File: src/rtl/fft_butterfly_pipe_if.sv
// Operand/twiddle input stream and butterfly result stream of fft_butterfly_pipe.
// The master drives operands and consumes results; the slave is the butterfly.
interface fft_butterfly_pipe_if #(
    parameter int unsigned DATA_W = 8,
    parameter int unsigned TW_W   = 8,
    parameter int unsigned CNT_W  = 16
);
    logic                     in_valid;
    logic                     in_ready;
    logic signed [DATA_W-1:0] a_re;
    logic signed [DATA_W-1:0] a_im;
    logic signed [DATA_W-1:0] b_re;
    logic signed [DATA_W-1:0] b_im;
    logic signed [TW_W-1:0]   w_re;
    logic signed [TW_W-1:0]   w_im;
    logic                     scale_en;
    logic                     clr_ovf;
    logic                     out_valid;
    logic                     out_ready;
    logic signed [DATA_W-1:0] y_re;
    logic signed [DATA_W-1:0] y_im;
    logic signed [DATA_W-1:0] z_re;
    logic signed [DATA_W-1:0] z_im;
    logic                     ovf;
    logic                     ovf_sticky;
    logic [CNT_W-1:0]         out_count;

    modport master (
        output in_valid, a_re, a_im, b_re, b_im, w_re, w_im, scale_en, clr_ovf, out_ready,
        input  in_ready, out_valid, y_re, y_im, z_re, z_im, ovf, ovf_sticky, out_count
    );

    modport slave (
        input  in_valid, a_re, a_im, b_re, b_im, w_re, w_im, scale_en, clr_ovf, out_ready,
        output in_ready, out_valid, y_re, y_im, z_re, z_im, ovf, ovf_sticky, out_count
    );
endinterface

File: src/rtl/fft_butterfly_pipe.sv
// Pipelined radix-2 DIT butterfly: y = a + W*b, z = a - W*b, one per clock.
// Three stages (multiply, round, add/scale/saturate) stall together when the output is blocked.
module fft_butterfly_pipe #(
    parameter int unsigned DATA_W = 8,
    parameter int unsigned TW_W   = 8,
    parameter int unsigned CNT_W  = 16
) (
    input  logic                clock,
    input  logic                reset,
    fft_butterfly_pipe_if.slave bus
);
    localparam int unsigned PW = DATA_W + TW_W + 1;
    localparam int unsigned SW = DATA_W + 2;
    localparam logic signed [PW-1:0] RND = PW'(1) << (TW_W - 2);

    logic                     v1_q, v1_d, sc1_q, sc1_d;
    logic signed [DATA_W-1:0] a1_re_q, a1_re_d, a1_im_q, a1_im_d;
    logic signed [PW-1:0]     p1_re_q, p1_re_d, p1_im_q, p1_im_d;
    logic                     v2_q, v2_d, sc2_q, sc2_d;
    logic signed [DATA_W-1:0] a2_re_q, a2_re_d, a2_im_q, a2_im_d;
    logic signed [SW-1:0]     p2_re_q, p2_re_d, p2_im_q, p2_im_d;
    logic                     v3_q, v3_d, ovf_q, ovf_d;
    logic signed [DATA_W-1:0] y_re_q, y_re_d, y_im_q, y_im_d;
    logic signed [DATA_W-1:0] z_re_q, z_re_d, z_im_q, z_im_d;
    logic                     sticky_q, sticky_d;
    logic [CNT_W-1:0]         count_q, count_d;

    logic                     adv_c, out_xfer_c;
    logic signed [PW-1:0]     m_rr, m_ii, m_ri, m_ir;
    logic signed [SW-1:0]     s_yr, s_yi, s_zr, s_zi;
    logic                     o_yr, o_yi, o_zr, o_zi;

    // Clamp to DATA_W bits; MSB of the result flags saturation.
    function automatic logic [DATA_W:0] sat(input logic signed [SW-1:0] x);
        logic [SW-DATA_W:0] top;
        top = x[SW-1:DATA_W-1];
        if ((top != '0) && (top != '1)) begin
            return x[SW-1] ? {1'b1, 1'b1, {(DATA_W-1){1'b0}}}
                           : {1'b1, 1'b0, {(DATA_W-1){1'b1}}};
        end
        return {1'b0, x[DATA_W-1:0]};
    endfunction

    always_comb begin
        v1_d = v1_q;  sc1_d = sc1_q;
        a1_re_d = a1_re_q;  a1_im_d = a1_im_q;
        p1_re_d = p1_re_q;  p1_im_d = p1_im_q;
        v2_d = v2_q;  sc2_d = sc2_q;
        a2_re_d = a2_re_q;  a2_im_d = a2_im_q;
        p2_re_d = p2_re_q;  p2_im_d = p2_im_q;
        v3_d = v3_q;  ovf_d = ovf_q;
        y_re_d = y_re_q;  y_im_d = y_im_q;
        z_re_d = z_re_q;  z_im_d = z_im_q;
        sticky_d = sticky_q;
        count_d  = count_q;

        adv_c      = !v3_q || bus.out_ready;
        out_xfer_c = v3_q && bus.out_ready;

        m_rr = PW'(bus.w_re) * PW'(bus.b_re);
        m_ii = PW'(bus.w_im) * PW'(bus.b_im);
        m_ri = PW'(bus.w_re) * PW'(bus.b_im);
        m_ir = PW'(bus.w_im) * PW'(bus.b_re);

        s_yr = SW'(a2_re_q) + p2_re_q;
        s_yi = SW'(a2_im_q) + p2_im_q;
        s_zr = SW'(a2_re_q) - p2_re_q;
        s_zi = SW'(a2_im_q) - p2_im_q;
        if (sc2_q) begin
            s_yr = s_yr >>> 1;
            s_yi = s_yi >>> 1;
            s_zr = s_zr >>> 1;
            s_zi = s_zi >>> 1;
        end
        {o_yr, y_re_d} = sat(s_yr);
        {o_yi, y_im_d} = sat(s_yi);
        {o_zr, z_re_d} = sat(s_zr);
        {o_zi, z_im_d} = sat(s_zi);

        if (adv_c) begin
            v1_d    = bus.in_valid;
            sc1_d   = bus.scale_en;
            a1_re_d = bus.a_re;
            a1_im_d = bus.a_im;
            p1_re_d = m_rr - m_ii;
            p1_im_d = m_ri + m_ir;

            v2_d    = v1_q;
            sc2_d   = sc1_q;
            a2_re_d = a1_re_q;
            a2_im_d = a1_im_q;
            p2_re_d = SW'((p1_re_q + RND) >>> (TW_W - 1));
            p2_im_d = SW'((p1_im_q + RND) >>> (TW_W - 1));

            v3_d  = v2_q;
            ovf_d = o_yr | o_yi | o_zr | o_zi;
        end

        // Result registers only reload with a real butterfly so idle outputs stay put.
        if (!(adv_c && v2_q)) begin
            y_re_d = y_re_q;  y_im_d = y_im_q;
            z_re_d = z_re_q;  z_im_d = z_im_q;
            ovf_d  = ovf_q;
        end

        // A saturated output leaving this cycle beats a simultaneous clear.
        if (out_xfer_c && ovf_q) begin
            sticky_d = 1'b1;
        end else if (bus.clr_ovf) begin
            sticky_d = 1'b0;
        end

        if (out_xfer_c) begin
            count_d = count_q + CNT_W'(1);
        end
    end

    always_ff @(posedge clock) begin
        if (reset) begin
            v1_q <= 1'b0;  sc1_q <= 1'b0;
            a1_re_q <= '0;  a1_im_q <= '0;
            p1_re_q <= '0;  p1_im_q <= '0;
            v2_q <= 1'b0;  sc2_q <= 1'b0;
            a2_re_q <= '0;  a2_im_q <= '0;
            p2_re_q <= '0;  p2_im_q <= '0;
            v3_q <= 1'b0;  ovf_q <= 1'b0;
            y_re_q <= '0;  y_im_q <= '0;
            z_re_q <= '0;  z_im_q <= '0;
            sticky_q <= 1'b0;
            count_q  <= '0;
        end else begin
            v1_q <= v1_d;  sc1_q <= sc1_d;
            a1_re_q <= a1_re_d;  a1_im_q <= a1_im_d;
            p1_re_q <= p1_re_d;  p1_im_q <= p1_im_d;
            v2_q <= v2_d;  sc2_q <= sc2_d;
            a2_re_q <= a2_re_d;  a2_im_q <= a2_im_d;
            p2_re_q <= p2_re_d;  p2_im_q <= p2_im_d;
            v3_q <= v3_d;  ovf_q <= ovf_d;
            y_re_q <= y_re_d;  y_im_q <= y_im_d;
            z_re_q <= z_re_d;  z_im_q <= z_im_d;
            sticky_q <= sticky_d;
            count_q  <= count_d;
        end
    end

    assign bus.in_ready   = adv_c;
    assign bus.out_valid  = v3_q;
    assign bus.y_re       = y_re_q;
    assign bus.y_im       = y_im_q;
    assign bus.z_re       = z_re_q;
    assign bus.z_im       = z_im_q;
    assign bus.ovf        = ovf_q;
    assign bus.ovf_sticky = sticky_q;
    assign bus.out_count  = count_q;
endmodule

File: src/flat_wrapper.sv
// flat-port wrapper written by rule: the top's interface ports become plain ports
module fft_butterfly_pipe_flat 
#(
    parameter int unsigned DATA_W = 8,
    parameter int unsigned TW_W   = 8,
    parameter int unsigned CNT_W  = 16
)
  (clock, reset, bus_in_valid, bus_a_re, bus_a_im, bus_b_re, bus_b_im, bus_w_re, bus_w_im, bus_scale_en, bus_clr_ovf, bus_out_ready, bus_in_ready, bus_out_valid, bus_y_re, bus_y_im, bus_z_re, bus_z_im, bus_ovf, bus_ovf_sticky, bus_out_count);
  fft_butterfly_pipe_if #(.DATA_W(DATA_W), .TW_W(TW_W), .CNT_W(CNT_W)) bus_i ();
  input  logic clock;
  input  logic reset;
  input wire logic [$bits(bus_i.in_valid)-1:0] bus_in_valid;
  input wire logic [$bits(bus_i.a_re)-1:0] bus_a_re;
  input wire logic [$bits(bus_i.a_im)-1:0] bus_a_im;
  input wire logic [$bits(bus_i.b_re)-1:0] bus_b_re;
  input wire logic [$bits(bus_i.b_im)-1:0] bus_b_im;
  input wire logic [$bits(bus_i.w_re)-1:0] bus_w_re;
  input wire logic [$bits(bus_i.w_im)-1:0] bus_w_im;
  input wire logic [$bits(bus_i.scale_en)-1:0] bus_scale_en;
  input wire logic [$bits(bus_i.clr_ovf)-1:0] bus_clr_ovf;
  input wire logic [$bits(bus_i.out_ready)-1:0] bus_out_ready;
  output wire logic [$bits(bus_i.in_ready)-1:0] bus_in_ready;
  output wire logic [$bits(bus_i.out_valid)-1:0] bus_out_valid;
  output wire logic [$bits(bus_i.y_re)-1:0] bus_y_re;
  output wire logic [$bits(bus_i.y_im)-1:0] bus_y_im;
  output wire logic [$bits(bus_i.z_re)-1:0] bus_z_re;
  output wire logic [$bits(bus_i.z_im)-1:0] bus_z_im;
  output wire logic [$bits(bus_i.ovf)-1:0] bus_ovf;
  output wire logic [$bits(bus_i.ovf_sticky)-1:0] bus_ovf_sticky;
  output wire logic [$bits(bus_i.out_count)-1:0] bus_out_count;
  assign bus_i.in_valid = bus_in_valid;
  assign bus_i.a_re = bus_a_re;
  assign bus_i.a_im = bus_a_im;
  assign bus_i.b_re = bus_b_re;
  assign bus_i.b_im = bus_b_im;
  assign bus_i.w_re = bus_w_re;
  assign bus_i.w_im = bus_w_im;
  assign bus_i.scale_en = bus_scale_en;
  assign bus_i.clr_ovf = bus_clr_ovf;
  assign bus_i.out_ready = bus_out_ready;
  assign bus_in_ready = bus_i.in_ready;
  assign bus_out_valid = bus_i.out_valid;
  assign bus_y_re = bus_i.y_re;
  assign bus_y_im = bus_i.y_im;
  assign bus_z_re = bus_i.z_re;
  assign bus_z_im = bus_i.z_im;
  assign bus_ovf = bus_i.ovf;
  assign bus_ovf_sticky = bus_i.ovf_sticky;
  assign bus_out_count = bus_i.out_count;
  fft_butterfly_pipe #(.DATA_W(DATA_W), .TW_W(TW_W), .CNT_W(CNT_W)) u_core (.clock(clock), .reset(reset), .bus(bus_i));
endmodule
File: config.mk
export PLATFORM = sky130hd
export DESIGN_NAME = fft_butterfly_pipe_flat
export DESIGN_NICKNAME = d
export VERILOG_FILES = /design/src/rtl/fft_butterfly_pipe_if.sv /design/src/rtl/fft_butterfly_pipe.sv /design/src/flat_wrapper.sv
export SDC_FILE = /design/constraint.sdc
export NUM_CORES = 1
export LEC_CHECK = 0
export ABC_AREA = 1
export BUFFER_PORTS_ARGS = -buffer_cell sky130_fd_sc_hd__buf_2
export CAP_MARGIN = 20
export CORE_MARGIN = 2
export CORE_UTILIZATION = 60
export CTS_CLUSTER_DIAMETER = 80
export DETAILED_ROUTE_END_ITERATION = 6
export HOLD_SLACK_MARGIN = 0.15
export MAX_ROUTING_LAYER = met4
export PLACE_DENSITY = 0.78
export SYNTH_ARGS = -nofsm -noshare
export SYNTH_HDL_FRONTEND = slang
export SYNTH_SLANG_ARGS = --single-unit
File: constraint.sdc
create_clock -name clock -period 18.48 [get_ports clock]
set_clock_uncertainty 0.15 [all_clocks]
set_input_delay 1.848 -clock clock [delete_from_list [all_inputs] [get_ports clock]]
set_output_delay 1.848 -clock clock [all_outputs]
set_load 0.05 [all_outputs]
==> flow_metrics.env <==
export IMPL_max_stage_delay_ns=0.55
export IMPL_vias=16800
export IMPL_place_hpwl_um=36100
export IMPL_synthAdderAreaFrac=0.349
export IMPL_cts_resized=0
export IMPL_cap_violations=0
export IMPL_die_w_um=184
export IMPL_arrival_ns=7.35
export IMPL_clock_path_buffers=2
export IMPL_fin_crit_sh=0.388
export IMPL_std_cell_rows=66
export IMPL_routed_wl_um=45500
export IMPL_avgViaCountPerCell=5.17
export IMPL_maxSlewHeadroom=0.359
export IMPL_synthMuxAreaShare=0
export IMPL_synth_seq_cells=129
export IMPL_grt_pass1_vias=16800
export IMPL_setup_viol=0
export IMPL_htree_levels=4
export IMPL_worstSkewPairLatency_ns=0.43
export IMPL_max_freq_ghz=0.139
export IMPL_drive_gt1_frac=0.0718
export IMPL_syn_nets=3242
export IMPL_synth_simple_area_share=0.205
export IMPL_synth_cell_type_count=47
export IMPL_holdWs_ns=0.309
export IMPL_track_usage=0.287
export IMPL_drt_iter0_drc=1139
export IMPL_wl_met1_um=19400
export IMPL_regArea_um2=2580
export IMPL_cts_root_buf="clkbuf_16"
export IMPL_ys_warn_count=0
export IMPL_path_clk_slew_ns=0.06
export IMPL_synthesis_area_um2=19500
export IMPL_worstSetupStartpointType="input port"
export IMPL_avgSynthCellArea_um2=7.01
export IMPL_rsz0062_at_grt="no"
export IMPL_cts_buffers=17
export IMPL_wl_met2_um=22400
export IMPL_finalHoldViolations=0
export IMPL_stdcell_count=3256
export IMPL_gp_congestion=0.952
export IMPL_crit_slowest_cell="fa_1"
export IMPL_synth_xor_area_frac=0.0521
export IMPL_drt_first_pass_iters=5
export IMPL_endpoint_kind="flip-flop"
export IMPL_layout_commonest_cell="inv_1"
export IMPL_synth_seq_area_share=0.132
export IMPL_rrSetupSlack_ns=15.24
export IMPL_detail_route_antenna_nets=0
export IMPL_dr_wl_met3_um=2580
export IMPL_route_detailed_drc=0
export IMPL_finalSetupTns_ns=0
export IMPL_status="finished clean"
export IMPL_tightest_slew_ns=0.959
export IMPL_syn_inst=2779
export IMPL_cts_tree="built"
export IMPL_multi_input_area_um2=13700
export IMPL_grt_antenna_before_repair=2
export IMPL_post_place_cells=3222
export IMPL_nets=3262
export IMPL_top_layer_used="met4"
export IMPL_yosys_most_used_dff="dfxtp_1"
export IMPL_crit_top_cell="inv_1"
export IMPL_grt_overflow_total=0
export IMPL_grt_first_pass_wirelength_um=77000
export IMPL_die_area_um2=33900
export IMPL_start_util=0.604
export IMPL_wl_per_cell_um=14.0
export IMPL_crit_fanout=16
export IMPL_pin_count=106
export IMPL_layout_common_cells="inv_1, nand2_1, fa_1"
export IMPL_grt_max_degree=95
export IMPL_worstSetupPathType="input port to flip-flop"
export IMPL_synth_edf_count=0
export IMPL_core_area_um2=32300
export IMPL_hold_buffers=0
export IMPL_die_h_um=184
export IMPL_syn_to_final_growth_pct=6.59
export IMPL_synth_compound_area_frac=0.0965
export IMPL_post_cts_buffers=0
export IMPL_synth_top_family_by_area="adder cells"
export IMPL_finalCriticalPeriod_ns=7.17
export IMPL_async_flop_share=0
export IMPL_required_ns=18.66
export IMPL_hp_class="flip-flop to flip-flop"
export IMPL_portBuffers=105
export IMPL_fill_cells=2944
export IMPL_slew_violations=0
export IMPL_fin_util=0.643
export IMPL_cts_sinks=129
-- state kept, by name (all words and copies together), names as in the netlist, 10 cells and up --
| signal | count |
|---|---|
| u_core.bus.out_count | 16 |
| u_core.p1_im_q | 11 |
| u_core.p1_re_q | 11 |
| u_core.p2_im_q | 10 |
| u_core.p2_re_q | 10 |
-- synth_stat cells, types with 9 or more instances --
master | n | share of area
nor3_1 | 18 | 0.0046
nand4_1 | 10 | 0.0032
inv_1 | 729 | 0.14
o21bai_1 | 10 | 0.0039
clkbuf_1 | 94 | 0.018
nand3_1 | 108 | 0.028
o211ai_1 | 29 | 0.011
dfxtp_1 | 129 | 0.13
xnor2_1 | 39 | 0.018
a21oi_1 | 132 | 0.034
ha_1 | 185 | 0.12
xor2_1 | 77 | 0.035
nor2_1 | 211 | 0.041
nand2_1 | 534 | 0.10
a21o_1 | 9 | 0.0035
fa_1 | 224 | 0.23
nand2_2 | 13 | 0.0042
o21ai_0 | 128 | 0.033
-- cells by family (layout without fill, tap and decap cells) --
| family | Yosys count | after routing |
|---|---|---|
| compound gates | 338 | 338 |
| flops | 129 | 129 |
| simple gates | 944 | 944 |
| fa+ha+maj | 409 | 409 |
| other cells | 0 | 2 |
| xor+xnor | 116 | 116 |
| buf+inv | 843 | 876 |
-- worst max-delay path: cells and delay by family --
kind | cells | cell delay, ns
AOI/OAI and AO/OA | 4 | 0.80
adders and majority gates | 6 | 2.76
and+or+nand+nor | 9 | 1.23
buffers and inverters | 7 | 0.60
xor gates and xnor gates | 1 | 0.10
-- path summary, 6_finish.rpt --
check	startpoint	to	depth (start not counted)
worst max-delay path	bus_b_re[1]	u_core.p1_re_q[14]	27
worst min register to register	u_core.bus.ovf_sticky	u_core.bus.ovf_sticky	2
worst min-delay path	u_core.bus.ovf_sticky	u_core.bus.ovf_sticky	2
worst max register to register	u_core.sc2_q	u_core.bus.ovf	9
-- per-stage QoR --
step / area, µm² / setup WS [ns]
finish: 20800 / 11.31
detailed placement: 20100 / 11.02
global route: 20800 / 10.92
global placement: 20100 / 11.06
CTS: 20800 / 11.44
floorplan: 19500 / 11.40
-- per-layer routing --
| layer | global-route usage | vias up |
|---|---|---|
| met4 | 0.0845 | 0 |
| met2 | 0.496 | 518 |
| met5 | - | - |
| met1 | 0.354 | 7885 |
| met3 | 0.0346 | 77 |
| li1 | - | 8344 |
-- cell type report --
class	count	area share
clock inverter	15	0.00994
sequential	129	0.124
antenna	2	0.000241
timing repair buffer	109	0.0267
clock buffer	17	0.0205
tap	442	0.0266
multi-input combinational	1807	0.659
inverter	735	0.133
Power is left out: the tool's default activity adds up to more than one toggle a clock period on the data nets, which glitch-free logic cannot reach.
